## src/rtl/pipe_hazard_ctrl.sv

```systemverilog
// rtl/pipe_hazard_ctrl.sv - 5-stage pipeline hazard/flow controller; forwarding enabled by PIPE_HAZ_FWD_EN
module pipe_hazard_ctrl #(
  parameter int REG_AW = 5,
  parameter int CNT_W  = 16
) (
  input  logic              CLK_pi,
  input  logic              CPU_RESET_N_pi,
  input  logic [REG_AW-1:0] id_rs_pi,
  input  logic [REG_AW-1:0] id_rt_pi,
  input  logic              id_uses_rs_pi,
  input  logic              id_uses_rt_pi,
  input  logic              id_is_halt_pi,
  input  logic [REG_AW-1:0] ex_rd_pi,
  input  logic              ex_we_pi,
  input  logic              ex_is_load_pi,
  input  logic [REG_AW-1:0] mem_rd_pi,
  input  logic              mem_we_pi,
  input  logic [REG_AW-1:0] wb_rd_pi,
  input  logic              wb_we_pi,
  input  logic              branch_taken_pi,
  output logic              stall_if_po,
  output logic              bubble_ex_po,
  output logic              flush_po,
  output logic [1:0]        fwd_a_sel_po,
  output logic [1:0]        fwd_b_sel_po,
  output logic [3:0]        valid_po,
  output logic              halted_po,
  output logic [CNT_W-1:0]  stall_count_po
);

  typedef enum logic [1:0] {ST_RUN, ST_DRAIN, ST_HALTED} state_t;

  state_t           state;
  logic [3:0]       valid;
  // Halt tags for ID/EX and EX/MEM; the tag reaching MEM/WB is the HALTED state itself.
  logic [2:1]       halt_tag;
  logic [CNT_W-1:0] stall_cnt;

  logic ex_rs_hit, ex_rt_hit, mem_rs_hit, mem_rt_hit, wb_rs_hit, wb_rt_hit;
  logic hazard_stall, flush, halt_leave;

  // Producer/consumer matches, each qualified by the valid bits of both stages.
  assign ex_rs_hit  = valid[0] & id_uses_rs_pi & valid[1] & ex_we_pi  & (ex_rd_pi  == id_rs_pi);
  assign ex_rt_hit  = valid[0] & id_uses_rt_pi & valid[1] & ex_we_pi  & (ex_rd_pi  == id_rt_pi);
  assign mem_rs_hit = valid[0] & id_uses_rs_pi & valid[2] & mem_we_pi & (mem_rd_pi == id_rs_pi);
  assign mem_rt_hit = valid[0] & id_uses_rt_pi & valid[2] & mem_we_pi & (mem_rd_pi == id_rt_pi);
  assign wb_rs_hit  = valid[0] & id_uses_rs_pi & valid[3] & wb_we_pi  & (wb_rd_pi  == id_rs_pi);
  assign wb_rt_hit  = valid[0] & id_uses_rt_pi & valid[3] & wb_we_pi  & (wb_rd_pi  == id_rt_pi);

`ifdef PIPE_HAZ_FWD_EN
  // Only a load in EX cannot be forwarded yet; everything else is bypassed.
  assign hazard_stall = (ex_rs_hit | ex_rt_hit) & ex_is_load_pi;

  // Youngest producer wins: EX, then MEM, then WB, else register file.
  always_comb begin
    fwd_a_sel_po = 2'd0;
    fwd_b_sel_po = 2'd0;
    if (ex_rs_hit)       fwd_a_sel_po = 2'd1;
    else if (mem_rs_hit) fwd_a_sel_po = 2'd2;
    else if (wb_rs_hit)  fwd_a_sel_po = 2'd3;
    if (ex_rt_hit)       fwd_b_sel_po = 2'd1;
    else if (mem_rt_hit) fwd_b_sel_po = 2'd2;
    else if (wb_rt_hit)  fwd_b_sel_po = 2'd3;
  end
`else
  logic unused_ex_is_load;
  assign unused_ex_is_load = ex_is_load_pi;

  // Pure interlock: WB counts too since the register file has no write-through.
  assign hazard_stall = ex_rs_hit | ex_rt_hit | mem_rs_hit | mem_rt_hit | wb_rs_hit | wb_rt_hit;
  assign fwd_a_sel_po = 2'd0;
  assign fwd_b_sel_po = 2'd0;
`endif

  assign flush        = branch_taken_pi & valid[2];
  assign flush_po     = flush;
  assign bubble_ex_po = hazard_stall & ~flush;
  assign stall_if_po  = ~flush & (hazard_stall | (state != ST_RUN));
  assign halt_leave   = (state == ST_RUN) & valid[0] & id_is_halt_pi & ~hazard_stall & ~flush;

  assign valid_po       = valid;
  assign halted_po      = (state == ST_HALTED);
  assign stall_count_po = stall_cnt;

  // Valid/halt-tag shifting, halt-drain FSM and saturating stall counter.
  always_ff @(posedge CLK_pi) begin
    if (!CPU_RESET_N_pi) begin
      valid     <= '0;
      halt_tag  <= '0;
      state     <= ST_RUN;
      stall_cnt <= '0;
    end else begin
      if (bubble_ex_po && (stall_cnt != {CNT_W{1'b1}}))
        stall_cnt <= stall_cnt + {{(CNT_W-1){1'b0}}, 1'b1};

      if (flush) begin
        valid    <= {valid[2], 3'b000};
        halt_tag <= '0;
        if (state == ST_DRAIN) state <= ST_RUN;
      end else begin
        if (hazard_stall) begin
          valid    <= {valid[2], valid[1], 1'b0, valid[0]};
          halt_tag <= {halt_tag[1], 1'b0};
        end else begin
          valid    <= {valid[2:0], (state == ST_RUN) & ~halt_leave};
          halt_tag <= {halt_tag[1], halt_leave};
        end
        if ((state == ST_DRAIN) && halt_tag[2]) state <= ST_HALTED;
        else if (halt_leave)                     state <= ST_DRAIN;
      end
    end
  end

endmodule
```

## config.mk

```make
export PLATFORM = sky130hd
export DESIGN_NAME = pipe_hazard_ctrl
export DESIGN_NICKNAME = d
export VERILOG_FILES = /design/src/rtl/pipe_hazard_ctrl.sv
export SDC_FILE = /design/constraint.sdc
export NUM_CORES = 1
export LEC_CHECK = 0
export ABC_AREA = 1
export BUFFER_PORTS_ARGS = -buffer_cell sky130_fd_sc_hd__buf_2
export CORE_UTILIZATION = 55
export DETAILED_ROUTE_END_ITERATION = 10
export PLACE_DENSITY = 0.81
export SYNTH_ARGS = -nofsm -noshare
export SYNTH_HDL_FRONTEND = slang
export SYNTH_SLANG_ARGS = --single-unit
```

## constraint.sdc

```tcl
create_clock -name CLK_pi -period 5 [get_ports CLK_pi]
set_input_delay 1.25 -clock CLK_pi [delete_from_list [all_inputs] [get_ports CLK_pi]]
set_output_delay 1.25 -clock CLK_pi [all_outputs]
set_load 0.05 [all_outputs]
```

==> out/results.ini, run 1 <==
[logic_synthesis]
syn_inst = 326
synth.largest_area_cell = dfxtp_1
yosysSeqAreaShare_pct = 24.1
yosys.area_share.simple_pct = 47.3
netlist.area_leader.share_pct = 24.1
synth_compound_area_share_pct = 7.22
synth.cell_area_um2 = 1990
yosysWarningCount = 0
syn_avg_cell_area_um2 = 6.11
synthMuxAreaShare_pct = 0
yosysUniqueCellTypes = 32
synth-seq-cells = 24
synth_top_family_by_area = simple AND/OR/NAND/NOR gates
synthAdderAreaFrac_pct = 0.628
yosys-top-cells-area = dfxtp_1 (24%), nand2_1 (20%), inv_1 (8.7%), nor2_1 (7.0%), xor2_1 (5.7%)
synth-xor-area-share_pct = 7.47

[global_route]
groute.usage.overall_pct = 24.6
grt_max_degree = 20
antenna_found_initial = 0
overflow = 0
grt_pass1_wl_um = 7860
grt_pass1_vias = 1839

[cts]
htree_levels = 1
clkTransAtPathRegs_ps = 130
numCtsBuffers = 3
post_cts_buffers = 0
cts_tree = done
cts_sinks = 24
cts_max_path_buffers = 2
worstSkewPairLatency_ps = 320
clockRootBuffer = clkbuf_4
cts-resized-gates = 0
holdBufCountCts = 0

[worst_setup_path]
worstReg2RegStart = stall_count_po[1]
path_buf_inv = 4
required_ps = 3750
criticalPathCategory = in2out
max_stage_delay_ps = 230
crit_fanout = 17
slowest_stage = o21ai_0
crit_chain = buf_2, inv_1, nand2_1, nand2_1, nor2_1, nand3_1, nand2_1, nor2_4, nand2_4, o21ai_0, inv_1, buf_2
timing.rr.end = stall_count_po[3]
cp_common_cell = nand2_1
startpoint_type = input pin
ff2ff_path_depth = 7
reg2reg_slack_ps = 3080
path_delay_family = simple AND/OR/NAND/NOR gates
arrival_ps = 2620
crit_path_end_kind = primary output

[cells_and_area]
antenna_cells = 0
final_common_cell = nand2_1
stdcell_count = 427
fin_nets = 418
final_core_util_pct = 67.8
most-common-layout-cells = nand2_1 (108), buf_2 (57), inv_1 (46), nor2_1 (37), dfxtp_1 (24)
layout-area-overhead-vs-synth_pct = 16.1
finalInstanceArea_um2 = 2310
drive_above_1_share_pct = 24.7

[timing]
report.final.slew_viol_count = 0
rsz0062_at_grt = false
clock-skew-final_ps = 9.33
fin_setup_tns_ps = 0
fmaxAchievable_mhz = 258
min_period_over_period_pct = 77.5
fin_ws_ps = 1130
hold_ws_ps = 420
hold_viol = 0
setup_violations = 0
worst_pin_slew_ps = 709
slew-limit-headroom_pct = 52.6
min_period_ps = 3870

[detailed_routing]
drcViolationCount = 0
vias_per_cell = 4.91
vias = 2097
avgRoutedWirePerCell_um = 10.4
drtAntennaViolNets = 0
wl_um = 4450
first_iter_violations = 95
dr.pass1.iters = 4

[power_and_ir_drop]
power.switching_uw = 123
p_total_uw = 391
p_comb_share_pct = 22.6
pwr-share-clk_pct = 26.7
irDropWorstVdd_uv = 124
seqPwrFrac_pct = 50.6
p_leak_nw = 1.29
power.density_nw_per_um2 = 169
swShare_pct = 31.6
p_int_uw = 268

[job]
cap_viol_max_count = 0

[die]
die-area_um2 = 3870
die_w_um = 62.2
core_area_um2 = 3420
initial_core_util_pct = 58.4
boundaryPins = 63
chipHeight_um = 62.2
rows = 21

[run_status]
status = finished, final reports clean

[place]
placed_cell_area_um2 = 2280
dpl.hpwl_um = 3580
portBuffers = 57
dp_slack_ps = 1130
place_inst = 423
gp_congestion = 0.913

[min_path]
worstHoldPathType = reg2reg
hold_end = halt_tag[2]
hp-start = halt_tag[1]
worstHoldPathCells = 2

[final cells by class]
cell class,count,area (um^2)
clock buffers,4,36.3
flip-flops and latches,24,480
inverters,51,191
multi-input cells,245,1260
repair buffers,57,285
fillers,344,1100
well taps,46,57.6
[how the worst max path moves through the flow]
stage	from	to	cells past startpoint
after floorplan	branch_taken_pi	bubble_ex_po	3
after global placement	id_rt_pi[2]	stall_if_po	12
after detailed placement	id_rt_pi[2]	stall_if_po	12
after CTS	id_rt_pi[2]	stall_if_po	12
after global routing	id_rs_pi[2]	stall_if_po	12
final	id_rt_pi[2]	stall_if_po	12
[power by group through the flow]
stage          clock, mW  sequential (mW)  combinational [mW]
2_1_floorplan          0            0.210              0.0525
3_3_place_gp           0            0.202              0.0868
3_5_place_dp           0            0.203              0.0879
4_1_cts            0.106            0.198              0.0884
5_1_grt            0.114            0.199              0.0988
6_report           0.105            0.198              0.0885
[synth_stat cells, drive strengths merged]
| cell | instances |
|---|---|
| a31oi | 1 |
| nand4 | 19 |
| o211ai | 1 |
| a21oi | 16 |
| xnor2 | 4 |
| o21ai | 4 |
| nand3b | 1 |
| clkinv | 1 |
| conb | 1 |
| xor2 | 13 |
| nor2 | 39 |
| inv | 50 |
| nand3 | 15 |
| ha | 1 |
| dfxtp | 24 |
| nand2 | 120 |
| buf | 7 |
| nor3 | 7 |
| clkbuf | 2 |
[routing by layer]
metal	GRT usage [%]	part of all wire, %	up-vias
li1	-	-	1113
met1	33.0	49	922
met2	41.9	45	57
met3	2.76	4.4	5
met4	6.10	0.92	0
met5	0	0	-
[state kept, by name, indices dropped and copies added, names as in the netlist]
register	flops
state	2
halt_tag	2
stall_count_po	16
valid_po	4
[worst min-delay path, stage by stage (launching register included)]
cell and delay (ps):
dfxtp_1 320, inv_1 40, nor2_1 30
[cells by family (layout without fill, tap and decap cells)]
kind of cell | Yosys count | after routing
AO/OA/AOI/OAI | 22 | 22
XOR/XNOR | 17 | 17
adder cells (fa/ha/maj) | 1 | 1
buffers and inverters | 60 | 112
flip-flops | 24 | 24
other | 1 | 4
AND/OR/NAND/NOR | 201 | 201
Note: power is estimated with default switching activity, not from simulation.
==> run 2: changes to the inputs <==
--- a/config.mk
+++ b/config.mk
@@ -5,11 +5,11 @@
 export SDC_FILE = /design/constraint.sdc
 export NUM_CORES = 1
 export LEC_CHECK = 0
-export ABC_AREA = 1
+export ABC_AREA = 0
 export BUFFER_PORTS_ARGS = -buffer_cell sky130_fd_sc_hd__buf_2
-export CORE_UTILIZATION = 55
+export CORE_UTILIZATION = 43
 export DETAILED_ROUTE_END_ITERATION = 10
-export PLACE_DENSITY = 0.81
+export PLACE_DENSITY = 0.71
 export SYNTH_ARGS = -nofsm -noshare
 export SYNTH_HDL_FRONTEND = slang
 export SYNTH_SLANG_ARGS = --single-unit
==> constraint.sdc (replaced) <==
create_clock -name CLK_pi -period 3.3 [get_ports CLK_pi]
set_input_delay 0.825 -clock CLK_pi [delete_from_list [all_inputs] [get_ports CLK_pi]]
set_output_delay 0.825 -clock CLK_pi [all_outputs]
set_load 0.05 [all_outputs]
==> out/results.ini, run 2 <==
[run_status]
status = finished, final reports clean

[cells_and_area]
largest_reg_flops = 16  ; unchanged
fin_nets = 283  ; -32%
fillerInstances = 352  ; +2.3%
antenna_cells = 0  ; unchanged
finalInstanceArea_um2 = 1890  ; -19%
stdcell_count = 291  ; -32%
drive_above_1_share_pct = 27.3  ; +2.7 points
layout-area-overhead-vs-synth_pct = 23.0
final_common_cell = buf_2
final_core_util_pct = 56.1  ; -12 points
most-common-layout-cells = buf_2 (56), dfxtp_1 (24), nand2_1 (18), xnor2_1 (18), nand4_1 (13)

[power_and_ir_drop]
power.switching_uw = 165  ; +34%
pwr-share-clk_pct = 22.8  ; -3.9 points
p_comb_share_pct = 22.2  ; -0.4 points
p_int_uw = 385  ; +44%
swShare_pct = 30.0  ; -1.6 points
p_leak_nw = 0.788  ; -39%
power.density_nw_per_um2 = 292  ; +73%
seqPwrFrac_pct = 54.9  ; +4.3 points
irDropWorstVdd_uv = 202  ; +63%

[timing]
report.final.slew_viol_count = 0  ; unchanged
fin_ws_ps = 108  ; -1020 ps
fmaxAchievable_mhz = 313
hold_viol = 0  ; unchanged
min_period_ps = 3190
clock-skew-final_ps = 14.3  ; +5.01 ps
rsz0062_at_grt = false
fin_setup_tns_ps = 0  ; unchanged
min_period_over_period_pct = 96.7
setup_violations = 0  ; unchanged

[cts]
cts_sinks = 24  ; unchanged
post_cts_buffers = 0  ; unchanged
cts-resized-gates = 0  ; unchanged
cts_tree = done
htree_levels = 1  ; unchanged
holdBufCountCts = 0  ; unchanged
cts_max_path_buffers = 2  ; unchanged
clockRootBuffer = clkbuf_4
clkTransAtPathRegs_ps = 110  ; -20 ps
worstSkewPairLatency_ps = 320  ; about the same
numCtsBuffers = 3  ; unchanged

[place]
dp_slack_ps = 74.9  ; -1060 ps
gp_congestion = 0.787  ; -14%
placed_cell_area_um2 = 1860  ; -19%
place_inst = 288  ; -32%
portBuffers = 57  ; unchanged
dpl.hpwl_um = 2700  ; -25%

[die]
rows = 21  ; unchanged
boundaryPins = 63  ; unchanged
die_w_um = 61.7  ; -0.80%
chipHeight_um = 61.7  ; -0.80%
die-area_um2 = 3810  ; -1.6%
core_area_um2 = 3360  ; -1.5%
initial_core_util_pct = 45.6  ; -13 points

[logic_synthesis]
yosysUniqueCellTypes = 32  ; unchanged
synth_edf_count = 0  ; unchanged
synth-seq-cells = 24  ; unchanged
yosysWarningCount = 0  ; unchanged
yosys-top-cells-area = dfxtp_1 (31%), xnor2_1 (10%), xor2_1 (6.9%), nand4_1 (5.3%), nand2_1 (4.4%)
netlist_top_cells_count = dfxtp_1 (24), nand2_1 (18), xnor2_1 (18)
syn_avg_cell_area_um2 = 8.02  ; +31%
synth.most_common_cell = dfxtp_1
syn_inst = 191  ; -41%
netlist.area_leader.share_pct = 31.3  ; +7.2 points
synth.cell_area_um2 = 1530  ; -23%
ys_async_sr_fraction_pct = 0  ; unchanged
synth.largest_area_cell = dfxtp_1
yosysSeqAreaShare_pct = 31.3  ; +7.2 points
ys.flop_type = dfxtp_1

[global_route]
overflow = 0  ; unchanged
grt_pass1_wl_um = 5700  ; -27%
antenna_found_initial = 0  ; unchanged
groute.usage.overall_pct = 19.9  ; -4.7 points
grt_pass1_vias = 1321  ; -28%
grt_max_degree = 30  ; +50%

[worst_setup_path]
arrival_ps = 2370  ; -250 ps
crit_path_end_kind = primary output
required_ps = 2470  ; -1280 ps
crit_fanout = 3  ; -14
startpoint_type = input pin
criticalPathCategory = in2out

[min_path]
worstHoldPathType = reg2reg

[detailed_routing]
vias = 1546  ; -26%
vias_per_cell = 5.31  ; +8.2%
drtAntennaViolNets = 0  ; unchanged
dr.pass1.iters = 5  ; +1
drcViolationCount = 0  ; unchanged
first_iter_violations = 72  ; -24%
avgRoutedWirePerCell_um = 11.9  ; +14%
wl_um = 3450  ; -22%

[job]
cap_viol_max_count = 0  ; unchanged

-- run 2: logic make-up (layout without fill, tap and decap cells) --
kind of cell | Yosys count | in the layout | synth area share (%)
compound gates | 28 | 28 | 10.4
xor+xnor | 30 | 30 | 17.1
fa+ha+maj | 1 | 1 | 0.816
buf+inv | 14 | 65 | 5.22
flops | 24 | 24 | 31.3
mux | 6 | 6 | 3.92
other cells | 1 | 4 | 0.245
simple gates | 87 | 87 | 30.9
-- run 2: area by class of cell --
type,count,area (um^2),share of cell area (%)
Tap cell,46,57.6,3.05
Timing Repair Buffer,60,310,16.5
Inverter,2,7.51,0.398
Multi-Input combinational cell,156,1010,53.4
Clock buffer,3,22.5,1.19
Sequential cell,24,480,25.5
-- run 2: power groups by stage --
stage	Clock (mW)	Combinational, mW	Sequential [mW]
6_report	0.126	0.122	0.302
5_1_grt	0.145	0.134	0.304
4_1_cts	0.134	0.122	0.302
3_5_place_dp	0	0.122	0.309
3_3_place_gp	0	0.121	0.308
2_1_floorplan	0	0.0715	0.317
-- run 2: worst paths after layout --
check | startpoint | endpoint | slack (ps) | cells after the start
min | halt_tag[1] | halt_tag[2] | 480 | 1
max | id_rs_pi[2] | stall_if_po | 110 | 7
min reg2reg | halt_tag[1] | halt_tag[2] | 480 | 1
max reg2reg | valid_po[0] | stall_count_po[1] | 920 | 7
-- run 2: critical path, stage by stage --
cell and delay (ps):
buf_2 130, xor2_1 160, or4_1 520, o22ai_1 260, a2111oi_4 100, a21oi_2 140
clkbuf_4 240
-- run 2: routing by layer --
| layer | share of wire [%] | GRT usage [%] | vias up |
|---|---|---|---|
| li1 | - | - | 784 |
| met1 | 45 | 25.3 | 713 |
| met2 | 49 | 34.7 | 47 |
| met3 | 4.6 | 3.93 | 2 |
| met4 | 0.78 | 4.76 | 0 |
| met5 | 0 | 0 | - |
-- run 2: through the flow --
stage	hold slack, ps	total power, mW
after floorplan	437	0.389
after global placement	441	0.429
after detailed placement	459	0.431
after CTS	489	0.559
after global routing	517	0.583
final	481	0.551
